===== src/rtl/llr_pkg.sv =====
// Shared definitions for the LLR demultiplexer and the serializing collector of the same codec.
package llr_pkg;

    localparam int LLR_W_DEF = 5;
    localparam int LLR_N_DEF = 8;

    typedef logic [LLR_W_DEF-1:0] llr_t;

    typedef enum logic {
        IDLE  = 1'b0,
        SHIFT = 1'b1
    } state_t;

endpackage


===== src/rtl/llr_demux.sv =====
// Parallel-to-serial LLR demultiplexer: one LLR_N-wide word in, LLR_N serial elements out.
// Define LLR_DEMUX_BUF_EN to add a one-word hold register that removes the irdy->ordy path.
module llr_demux #(
    parameter int LLR_W = llr_pkg::LLR_W_DEF,
    parameter int LLR_N = llr_pkg::LLR_N_DEF
) (
    input  logic             clk_h,
    input  logic             rst_n,
    input  logic             ival,
    input  logic             isop,
    input  logic             ieop,
    input  logic             ieof,
    input  logic [LLR_W-1:0] ibit [0:LLR_N-1],
    output logic             ordy,
    input  logic             irdy,
    output logic             oval,
    output logic             osop,
    output logic             oeop,
    output logic             oeof,
    output logic [LLR_W-1:0] obit
);
    import llr_pkg::*;

    localparam int IDX_W = (LLR_N > 1) ? $clog2(LLR_N) : 1;
    localparam logic [IDX_W-1:0] IDX_LAST = IDX_W'(LLR_N - 1);

    state_t           state, state_nxt;
    logic [IDX_W-1:0] idx, idx_nxt;
    logic [LLR_W-1:0] word [0:LLR_N-1];
    logic             sop_q, eop_q, eof_q;
    logic             last, xfer, accept, load, take_hold;

    assign last   = (state == SHIFT) && (idx == IDX_LAST);
    assign xfer   = (state == SHIFT) && irdy;
    assign accept = ival && ordy;

`ifdef LLR_DEMUX_BUF_EN
    logic [LLR_W-1:0] hold [0:LLR_N-1];
    logic             hold_full, hold_sop, hold_eop, hold_eof;
    logic             to_hold;

    assign ordy      = !hold_full;
    assign take_hold = xfer && last && hold_full;
    // An empty hold at the last transfer lets a fresh word bypass straight into the shifter.
    assign load      = accept && ((state == IDLE) || (xfer && last));
    assign to_hold   = accept && !load;

    always_ff @(posedge clk_h or negedge rst_n) begin
        if (!rst_n) begin
            hold_full <= 1'b0;
            hold_sop  <= 1'b0;
            hold_eop  <= 1'b0;
            hold_eof  <= 1'b0;
            for (int i = 0; i < LLR_N; i++) hold[i] <= '0;
        end else begin
            if (to_hold) begin
                hold_full <= 1'b1;
                hold_sop  <= isop;
                hold_eop  <= ieop;
                hold_eof  <= ieof;
                hold      <= ibit;
            end else if (take_hold) begin
                hold_full <= 1'b0;
            end
        end
    end
`else
    assign ordy      = (state == IDLE) || (last && irdy);
    assign load      = accept;
    assign take_hold = 1'b0;
`endif

    always_comb begin
        state_nxt = state;
        idx_nxt   = idx;
        if (load || take_hold) begin
            state_nxt = SHIFT;
            idx_nxt   = '0;
        end else if (xfer) begin
            if (last) begin
                state_nxt = IDLE;
                idx_nxt   = '0;
            end else begin
                idx_nxt = idx + 1'b1;
            end
        end
    end

    always_ff @(posedge clk_h or negedge rst_n) begin
        if (!rst_n) begin
            state <= IDLE;
            idx   <= '0;
        end else begin
            state <= state_nxt;
            idx   <= idx_nxt;
        end
    end

    always_ff @(posedge clk_h or negedge rst_n) begin
        if (!rst_n) begin
            sop_q <= 1'b0;
            eop_q <= 1'b0;
            eof_q <= 1'b0;
            for (int i = 0; i < LLR_N; i++) word[i] <= '0;
        end else if (load) begin
            sop_q <= isop;
            eop_q <= ieop;
            eof_q <= ieof;
            word  <= ibit;
`ifdef LLR_DEMUX_BUF_EN
        end else if (take_hold) begin
            sop_q <= hold_sop;
            eop_q <= hold_eop;
            eof_q <= hold_eof;
            word  <= hold;
`endif
        end
    end

    // Outputs are pure decodes of the registered state, so they hold while irdy is low.
    assign oval = (state == SHIFT);
    assign obit = oval ? word[idx] : '0;
    assign osop = oval && (idx == '0) && sop_q;
    assign oeop = last && eop_q;
    assign oeof = last && eof_q;

endmodule


===== config.mk =====
export PLATFORM = sky130hd
export DESIGN_NAME = llr_demux
export DESIGN_NICKNAME = d
export VERILOG_FILES = /design/src/rtl/llr_pkg.sv /design/src/rtl/llr_demux.sv
export SDC_FILE = /design/constraint.sdc
export NUM_CORES = 1
export LEC_CHECK = 0
export BUFFER_PORTS_ARGS = -buffer_cell sky130_fd_sc_hd__buf_2
export CAP_MARGIN = 20
export CORE_AREA = 2 2 59 88
export DETAILED_ROUTE_END_ITERATION = 16
export DIE_AREA = 0 0 61 90
export HOLD_SLACK_MARGIN = 0.06
export PLACE_DENSITY = 0.81
export SETUP_SLACK_MARGIN = 0.02
export SLEW_MARGIN = 20
export SYNTH_ARGS = -nofsm -noshare
export SYNTH_HDL_FRONTEND = slang
export SYNTH_SLANG_ARGS = --single-unit

===== constraint.sdc =====
create_clock -name clk_h -period 2.2 [get_ports clk_h]
set_input_delay 0.44 -clock clk_h [delete_from_list [all_inputs] [get_ports clk_h]]
set_output_delay 0.44 -clock clk_h [all_outputs]
set_load 0.005 [all_outputs]

==> metrics.csv <==
stage,metric,value,unit
floorplan,ios,57,
sta,fin_setup_tns,0,ns
critical_path,crit_chain,mux4_1 > nor2_1 > a311oi_2 > buf_2,
critical_path,cp_slowest_cell,mux4_1,
floorplan,core,4771,sq um
power_and_ir_drop,finalPower,3.758,mW
critical_path,reg2regPathDepth,6,
sta,rsz0062_at_grt,yes,
critical_path,crit_start,idx[1]$_DFFE_PN0P_,
power_and_ir_drop,peakVddDrop,624.5,uV
power_and_ir_drop,switching_share,0.2985,
cts,cts_sinks,47,
power_and_ir_drop,p_sw,1.122,mW
sta,post-route-min-period,2.164,ns
cells_and_area,layout-drive-gt1-share,0.6063,
sta,drv_slew,0,
place,dp.cells,274,
critical_path,crit_buf_inv,1,
place,placed_cell_area,2781,sq um
critical_path,path_delay_family,multiplexers,
critical_path,crit_path_end_kind,output port,
floorplan,row_count,31,
routing,first_pass_iters,4,
cts,cts_buffers,5,
global_routing,grt_pass1_wl,7134,um
critical_path,reg2reg_setup_slack,0.26,ns
power_and_ir_drop,p_leak,1.551,nW
synth,synth_fa_ha_area_frac,0.01547,
critical_path,rr_endpoint,word[8]$_DFFE_PN0N_,
sta,max-slew-margin-rel,0.5230,
sta,holdWs,0.1799,ns
synth,synth_simple_gate_area_frac,0.04590,
global_routing,first_global_vias,1518,
worst_hold_path,hold_class,in2async,
power_and_ir_drop,p_seq_frac,0.422,
cts,worst_skew_pair.late_latency,0.30,ns
routing,wl_per_cell,16.37,um
routing,vias,1481,
power_and_ir_drop,p_per_area,1281,nW/um^2
sta,final_hold_viol_count,0,
place,dp_hpwl,3508,um
place,gp_congestion,0.8026,
sta,timing.final.crit_share,0.9836,
critical_path,cp_max_fo,10,
place,port_buffers,56,
routing,route.detailed.drc,0,
critical_path,crit_cells,4,
power_and_ir_drop,p_comb_frac,0.428,
synth,synth_top_family_by_area,multiplexers,
synth,synth_mux_area_frac,0.3662,
synth,syn_inst,153,
sta,skew,0.009633,ns
sta,worst_pin_slew,0.7155,ns
cts,clkTransAtPathRegs,0.09,ns
cells_and_area,fin_area,2933,sq um
critical_path,crit_type,reg2out,
synth,ys_warn_count,0,
cells_and_area,antennaDiodeCount,0,
global_routing,grt.total_usage,0.1747,
cells_and_area,area_growth_syn_to_layout,20.89,%
routing,wirelength,4699,um
sta,worst_slack,0.03611,ns
synth,synth-xor-area-share,0,
floorplan,die_h,90,um
global_routing,grt_use_met2,0.2975,
global_routing,antenna_found_initial,0,
place,place_ws,0.2247,ns
floorplan,die-area,5490,sq um
run_status,status,finished clean,
cts,cts_tree,built,
global_routing,grtUsageMet3,0.04029,
global_routing,grt-ovfl-total,0,
critical_path,cp-start-kind,register,
power_and_ir_drop,intPower,2.636,mW
floorplan,die_width,61,um
synth,synth.distinct_cells,30,
critical_path,critPathRequiredTime,1.76,ns
synth,synth_compound_area_frac,0.04642,
global_routing,globalRoute.busiestLayer,met2,
routing,vias_per_cell,5.160,
routing,dr.first_iter.drc_count,44,
critical_path,endpoint,obit[3],
routing,antenna_left,0,
synth,yosysSeqAreaShare,0.4848,
cells_and_area,instances_no_fill,287,
power_and_ir_drop,pwr-share-clk,0.150,
cells_and_area,finish.utilization,0.6147,
critical_path,critPathMaxStageDelay,0.60,ns
cts,clockBufferDepth,2,
sta,max_freq,462.1,MHz
cts,cts_max_level,2,
synth,avgSynthCellArea,15.86,sq um
synth,syn_area,2426,sq um
cts,clock-root-buffer,clkbuf_8,
floorplan,initial_core_util,0.5085,
global_routing,grt_max_degree,33,
critical_path,crit_arrival,1.72,ns
cells_and_area,nets,270,
flow_run,maxCapViolations,0,
critical_path,r2r_start,idx[1]$_DFFE_PN0P_,
synth,syn-num-nets,203,
sta,setup_viol,0,
global_routing,grt_use_met1,0.2173,
synth,synth-seq-cells,47,
-- cells by family after synthesis --
| kind of cell | Yosys count |
|---|---|
| DFF | 47 |
| adders and majority gates | 3 |
| AOI/OAI and AO/OA | 14 |
| buffers and inverters | 11 |
| muxes | 60 |
| and+or+nand+nor | 18 |
-- cells in the final DEF, fill, tap and decap left out, types with 3 or more instances in the layout --
cell       n
buf_2     56
dfrtp_1   45
mux2_4    40
buf_4      9
mux2_2     8
mux2i_1    7
clkbuf_8   7
o21ai_0    4
mux4_1     4
nor2_1     4
a311oi_1   3
nand2b_1   3
ha_1       3
-- synthesized netlist by cell type, drive strengths merged --
cell type,count,area [sq um]
inv,2,7.510
ha,3,37.54
mux2i,7,70.07
a21bo,1,16.27
a21oi,1,5.000
o31ai,1,7.510
mux2,48,690.7
a2bb2oi,1,8.760
nand2,2,15.01
o21ai,5,25.02
and3,2,12.51
buf,7,75.07
and4b,1,10.01
a311oi,5,50.04
nand2b,3,18.77
mux4,5,127.6
nor2b,2,12.51
clkbuf,2,17.51
nand3,1,5.000
dfrtp,47,1176
or2b,2,16.27
nor2,5,21.27
-- registers in the layout, summed over array words and instances (netlist names) --
signal,flops
eof_q,1
eop_q,1
idx,3
oval,1
sop_q,1
word,40
-- worst min path at each step --
| stage | start | end | slack [ns] | cells past startpoint |
|---|---|---|---|---|
| 2_1_floorplan | rst_n | eof_q$_DFFE_PN0N_ | 0.14 | 0 |
| 5_1_grt | rst_n | word[24]$_DFFE_PN0N_ | 0.23 | 1 |
| 3_3_place_gp | word[8]$_DFFE_PN0N_ | word[8]$_DFFE_PN0N_ | 0.48 | 1 |
| 4_1_cts | rst_n | word[24]$_DFFE_PN0N_ | 0.19 | 1 |
| 6_report | rst_n | word[24]$_DFFE_PN0N_ | 0.18 | 1 |
| 3_5_place_dp | word[14]$_DFFE_PN0N_ | word[14]$_DFFE_PN0N_ | 0.49 | 1 |
-- power by group through the flow --
| stage | registers, mW | logic (mW) | clock network [mW] |
|---|---|---|---|
| CTS | 1.59 | 1.53 | 0.584 |
| global placement | 1.58 | 1.48 | 0 |
| finish | 1.58 | 1.61 | 0.565 |
| floorplan | 1.45 | 1.25 | 0 |
| detailed placement | 1.60 | 1.53 | 0 |
| global route | 1.62 | 1.73 | 0.616 |
-- cell type report --
type	count	area, sq um
fillers	387	1838
inverters	2	7.507
flip-flops and latches	47	1179
clock buffers	7	96.34
repair buffers	69	404.1
well taps	66	82.58
clock inverters	1	7.507
multi-input cells	95	1156
-- timing repair --
item / CTS / global route
gates resized for setup: 2 / 3
setup buffers: 0 / 5
pin swaps: 1 / 2
hold buffers: 0 / 0
endpoints found under the setup margin: 5 / 4
-- per-layer routing --
layer / vias to the layer above / part of all wire
li1: 694 / -
met1: 744 / 0.41
met2: 37 / 0.54
met3: 6 / 0.034
met4: 0 / 0.013
met5: - / 0
Power figures use the tool's default switching activity.
